$ cat config.mk
export PLATFORM = sky130hd
export DESIGN_NAME = tpu_job_sequencer
export DESIGN_NICKNAME = d
export VERILOG_FILES = /design/src/rtl/tpu_pkg.sv /design/src/rtl/tpu_out_serializer.sv /design/src/rtl/tpu_job_sequencer.sv
export SDC_FILE = /design/constraint.sdc
export NUM_CORES = 1
export LEC_CHECK = 0
export ABC_AREA = 1
export CAP_MARGIN = 20
export CORE_MARGIN = 4
export CORE_UTILIZATION = 37
export DETAILED_ROUTE_END_ITERATION = 10
export GPL_ROUTABILITY_DRIVEN = 0
export PLACE_DENSITY = 0.85
export SETUP_SLACK_MARGIN = 0.4
export SLEW_MARGIN = 25
export SYNTH_ARGS = -nofsm -noshare
export SYNTH_HDL_FRONTEND = slang
export SYNTH_SLANG_ARGS = --single-unit
$ cat constraint.sdc
create_clock -name clk -period 1.2 [get_ports clk]
set_input_delay 0.24 -clock clk [delete_from_list [all_inputs] [get_ports clk]]
set_output_delay 0.24 -clock clk [all_outputs]
set_load 0.05 [all_outputs]
$ cat src/rtl/tpu_pkg.sv
// Shared constants and state encoding for the TPU job sequencer slice.
package tpu_pkg;

  localparam int N_ELEMS   = 8;  // a00..a11 followed by b00..b11
  localparam int N_RESULTS = 4;  // c00, c01, c10, c11

  typedef enum logic [2:0] {
    ST_IDLE    = 3'd0,
    ST_LOAD    = 3'd1,
    ST_CLEAR   = 3'd2,
    ST_COMPUTE = 3'd3,
    ST_DRAIN   = 3'd4
  } state_t;

endpackage

$ cat src/rtl/tpu_out_serializer.sv
// Splits the four MMU results into a stream of eight bytes, low byte first.
module tpu_out_serializer
  import tpu_pkg::*;
#(
  parameter int DATA_W = 8,
  parameter int ACC_W  = 2 * DATA_W
) (
  input  logic              clk,
  input  logic              rst_n,
  input  logic              active,
  input  logic              clear,
  input  logic              out_ready,
  input  logic [ACC_W-1:0]  res_data,
  output logic              out_valid,
  output logic [DATA_W-1:0] out_data,
  output logic [1:0]        res_sel,
  output logic              drain_last
);

  logic [2:0] idx;
  logic       fire;

  assign out_valid  = active;
  assign fire       = active & out_ready;
  assign drain_last = fire && (idx == 3'(2 * N_RESULTS - 1));
  assign res_sel    = idx[2:1];
  // Outside DRAIN the byte lane is forced to zero so nothing leaks from the MMU.
  assign out_data   = !active ? '0 :
                      idx[0]  ? res_data[ACC_W-1 -: DATA_W] : res_data[DATA_W-1:0];

  // Byte index advances only on an accepted byte; the 7->0 wrap ends the job.
  always_ff @(posedge clk or negedge rst_n) begin
    if (!rst_n) begin
      idx <= 3'd0;
    end else if (clear) begin
      idx <= 3'd0;
    end else if (fire) begin
      idx <= idx + 3'd1;
    end
  end

endmodule

$ cat src/rtl/tpu_job_sequencer.sv
// Sequences one 2x2 matrix-multiply job: load 8 elements into matrix memory,
// clear the accumulators, run the MMU, then stream the 4 results as 8 bytes.
module tpu_job_sequencer
  import tpu_pkg::*;
#(
  parameter int DATA_W         = 8,
  parameter int ACC_W          = 2 * DATA_W,
  parameter int COMPUTE_CYCLES = 6
) (
  input  logic              clk,
  input  logic              rst_n,
  input  logic              abort,
  input  logic              in_valid,
  output logic              in_ready,
  input  logic [DATA_W-1:0] in_data,
  output logic              mem_we,
  output logic [2:0]        mem_waddr,
  output logic [DATA_W-1:0] mem_wdata,
  output logic              mmu_clear,
  output logic              mmu_en,
  output logic [2:0]        mmu_cycle,
  output logic [1:0]        res_sel,
  input  logic [ACC_W-1:0]  res_data,
  output logic              out_valid,
  input  logic              out_ready,
  output logic [DATA_W-1:0] out_data,
  output logic              busy,
  output logic              done
);

  state_t     state, state_nxt;
  logic [2:0] elem_cnt;
  logic [2:0] cyc;
  logic       accept;
  logic       load_last;
  logic       compute_last;
  logic       drain_last;

  // in_ready is gated by rst_n so it reads 0 for the whole reset interval.
  assign in_ready     = rst_n & ((state == ST_IDLE) | (state == ST_LOAD));
  assign accept       = in_valid & in_ready;
  assign load_last    = accept && (elem_cnt == 3'(N_ELEMS - 1));
  assign compute_last = (state == ST_COMPUTE) && (cyc == 3'(COMPUTE_CYCLES - 1));
  assign busy         = (state != ST_IDLE);
  assign mmu_clear    = (state == ST_CLEAR);
  assign mmu_en       = (state == ST_COMPUTE);
  assign mmu_cycle    = mmu_en ? cyc : 3'd0;

  // State register.
  always_ff @(posedge clk or negedge rst_n) begin
    if (!rst_n) begin
      state <= ST_IDLE;
    end else begin
      state <= state_nxt;
    end
  end

  // Next-state logic; abort overrides every transition.
  always_comb begin
    state_nxt = state;
    case (state)
      ST_IDLE:    if (accept)       state_nxt = ST_LOAD;
      ST_LOAD:    if (load_last)    state_nxt = ST_CLEAR;
      ST_CLEAR:                     state_nxt = ST_COMPUTE;
      ST_COMPUTE: if (compute_last) state_nxt = ST_DRAIN;
      ST_DRAIN:   if (drain_last)   state_nxt = ST_IDLE;
      default:                      state_nxt = ST_IDLE;
    endcase
    if (abort) state_nxt = ST_IDLE;
  end

  // Element and compute-cycle counters; both drop to zero on abort.
  always_ff @(posedge clk or negedge rst_n) begin
    if (!rst_n) begin
      elem_cnt <= 3'd0;
      cyc      <= 3'd0;
    end else begin
      if (abort) begin
        elem_cnt <= 3'd0;
      end else if (accept) begin
        elem_cnt <= elem_cnt + 3'd1;
      end
      if (mmu_en && !compute_last && !abort) begin
        cyc <= cyc + 3'd1;
      end else begin
        cyc <= 3'd0;
      end
    end
  end

  // Memory write port is one cycle behind the handshake; an aborted
  // handshake never reaches the memory.
  always_ff @(posedge clk or negedge rst_n) begin
    if (!rst_n) begin
      mem_we    <= 1'b0;
      mem_waddr <= 3'd0;
      mem_wdata <= '0;
    end else begin
      mem_we <= accept & ~abort;
      if (accept && !abort) begin
        mem_waddr <= elem_cnt;
        mem_wdata <= in_data;
      end
    end
  end

  // Job-complete pulse on the cycle after the last byte is accepted.
  always_ff @(posedge clk or negedge rst_n) begin
    if (!rst_n) begin
      done <= 1'b0;
    end else begin
      done <= drain_last & ~abort;
    end
  end

  tpu_out_serializer #(
    .DATA_W (DATA_W),
    .ACC_W  (ACC_W)
  ) u_ser (
    .clk        (clk),
    .rst_n      (rst_n),
    .active     (state == ST_DRAIN),
    .clear      (abort),
    .out_ready  (out_ready),
    .res_data   (res_data),
    .out_valid  (out_valid),
    .out_data   (out_data),
    .res_sel    (res_sel),
    .drain_last (drain_last)
  );

endmodule

==> flow_summary.ini <==
[logic_synthesis]
syn_nets = 202
ys.flop_type = dfrtp_1
syn-cell-area_sq_um = 1336
synth_area_leaders = dfrtp_1, nand2_1, ha_1, nand3_1, inv_1
ys_types = 25
ys_warn_count = 0
synth_commonest_cells = nand2_1, dfrtp_1, inv_1
async_reset_ff_frac = 1.000
synth_most_common_cell = nand2_1
synth_top_area_frac = 0.4682
synth_edf_count = 0
synth-seq-area-share = 0.4682
postSynthCellCount = 167
yosysTopAreaCell = dfrtp_1
synth_area_per_cell_sq_um = 8.002
ys_seq_elements = 25

[setup_path]
path_max_fanout = 5
arrival_ns = 1.51
critPathLaunchType = flip-flop
worst_path_largest_cell_delay_ns = 0.40
slowest_stage = dfrtp_1
crit_chain = inv_2 > nor3_4 > buf_12 > inv_8 > a21oi_4 > buf_12
crit_path_end_kind = output pin
worst_ep_required_time_ns = 0.96
crit_type = flip-flop to output pin
crit_top_cell = buf_12

[timing]
fin_ws_ns = -0.5490
finalSetupViolCount = 44
rsz0062_at_grt = true
tightest_slew_ns = 0.2915
period_share = 1.458
drv_slew = 0
relSlewSlack = 0.8045
fmax_mhz = 571.7
hold_viol_final = 0
period_minus_slack_ns = 1.749
fin_skew_ns = 0.001890

[final_layout]
syn_to_final_growth_pct = 137.9
final_util = 0.9308
final_area_sq_um = 3179
finalNonFillerCells = 325
fin_nets = 315
drive_gt1_frac = 0.6237
num-fill-cells = 110
num_antenna_cells = 0

[grt]
grt_first_pass_wirelength_mm = 8.749
grt_max_degree = 17
overflow = 0
grt_pass1_vias = 1752
track_usage = 0.2620
antenna_found_initial = 0

[clock_tree]
cts_tree = yes
htreeDepth = 1
clk_pin_slew_ns = 0.14
cts_buffers = 3
clkLatencyLatePin_ns = 0.33
clockBufferDepth = 2
cts.sinks = 25
root_buffer = clkbuf_4

[floorplan]
dieArea_sq_um = 4637
rows = 21
core_sq_um = 3416
die_width_um = 68.10
io_pins = 60
floorplan.initialDensity = 0.3912
die_h_um = 68.10

[power]
peakVddDrop_mv = 1.699
power_density_nw_per_um2 = 1550
p_leak_uw = 0.001400

[place]
hpwlAfterDp_mm = 3.532
place_inst = 295
pre_cts_ws_ns = -0.3600
placed_cell_area_sq_um = 2630
port_buffers = 59

[worst_hold_path]
holdCritPathClass = primary input to asynchronous set/reset pin

[outcome]
violations = negative setup slack
run_status = complete, but fails checks

[detailed_routing]
num_vias = 1743
postRouteWirelength_mm = 6.910
drt_iter0_drc = 125
drc_errors = 0
drtAntennaViolNets = 0
firstDrtPassIters = 4
wl_per_cell_um = 21.26
avgViaCountPerCell = 5.363

[job]
drv_cap = 0
==> sequential cells by signal (all words and copies together) (netlist names) <==
name       flops
mem_waddr      3
cyc            3
mem_we         1
state          3
mem_wdata      8
elem_cnt       3
done           1
u_ser.idx      3
==> cell type report <==
class / instances / area (sq um) / share of cell area
Multi-Input combinational cell: 118 / 957.2 / 0.3011
Clock buffer: 4 / 26.28 / 0.008264
Tap cell: 46 / 57.56 / 0.01810
Inverter: 17 / 88.84 / 0.02794
Timing Repair inverter: 2 / 16.27 / 0.005116
Sequential cell: 25 / 643.1 / 0.2023
Timing Repair Buffer: 113 / 1390 / 0.4372
==> per-stage QoR <==
| step | power [uW] | TNS [ns] | hold slack, ns |
|---|---|---|---|
| after CTS | 4457 | -11.87 | 0.2655 |
| after global placement | 3692 | -7.720 | 0.4744 |
| after floorplan | 2443 | -16.37 | -0.05559 |
| final | 4928 | -16.16 | 0.2883 |
| after global routing | 5122 | -18.75 | 0.2809 |
| after detailed placement | 3764 | -9.494 | 0.4973 |
==> final timing paths <==
check,startpoint,end,slack [ns],cells after the start
max,state[2],out_data[0],-0.55,6
min,rst_n,mem_waddr[1],0.29,2
max reg2reg,state[2],state[0],-0.53,12
min reg2reg,cyc[0],cyc[0],0.56,1
max in group asynchronous,rst_n,mem_wdata[5],0.57,3
min in group clk,in_data[5],mem_wdata[5],0.45,3
==> routing by layer <==
layer	global-route usage	share of wire	wire length, um
met5	0	0	0
met4	0.1092	0.065	449
met3	0.05090	0.061	422
met2	0.4850	0.53	3693
met1	0.2887	0.34	2345
==> cell families after synthesis <==
logic type,Yosys count,share of synthesized area
flip-flops,25,0.4682
buffers and inverters,24,0.08614
AO/OA/AOI/OAI,16,0.06368
adder cells (fa/ha/maj),6,0.05618
AND/OR/NAND/NOR,95,0.3193
XOR/XNOR,1,0.006556
==> layout by cell type, fill, tap and decap left out <==
cell	n
nand2_1	43
buf_4	36
buf_12	32
clkdlybuf4s50_1	28
nand2_2	20
buf_6	15
dfrtp_2	14
dfrtp_1	11
nor2_4	9
a21oi_4	8
inv_1	7
nand3_2	7
o21ai_2	4
nand3_1	4
inv_2	3
nand3_4	3
clkinvlp_4	3
ha_1	3
clkbuf_4	3
nor3_4	2
inv_4	2
inv_6	2
nand2_4	2
o21ai_1	2
ha_4	2
buf_8	2
clkinv_1	1
inv_8	1
nor3b_4	1
nor4_4	1
xnor2_1	1
nand4_1	1
o21a_1	1
nor2_1	1
nor2_8	1
o211ai_1	1
ha_2	1
clkbuf_1	1
==> critical path, delay by kind of cell (launching register included) <==
kind | cells | cell delay (ns)
buf+inv | 4 | 0.42
flops | 1 | 0.40
simple gates | 1 | 0.20
compound gates | 1 | 0.14
==> power by group <==
part | total, uW | internal (uW) | leakage [uW] | switching, uW
logic | 3250 | 1560 | 0.00107 | 1700
registers | 1270 | 1040 | 0.000314 | 225
clock network | 405 | 131 | 0.0000150 | 274
==> repair_timing <==
item | 4_1_cts | 5_1_grt
gates resized for setup | 49 | 39
pin swaps | 7 | 19
endpoints found under the setup margin | 56 | 56
hold buffers | 0 | 0
setup buffers | 8 | 16
gates cloned | 2 | 0
(Power assumes the default switching activity.)
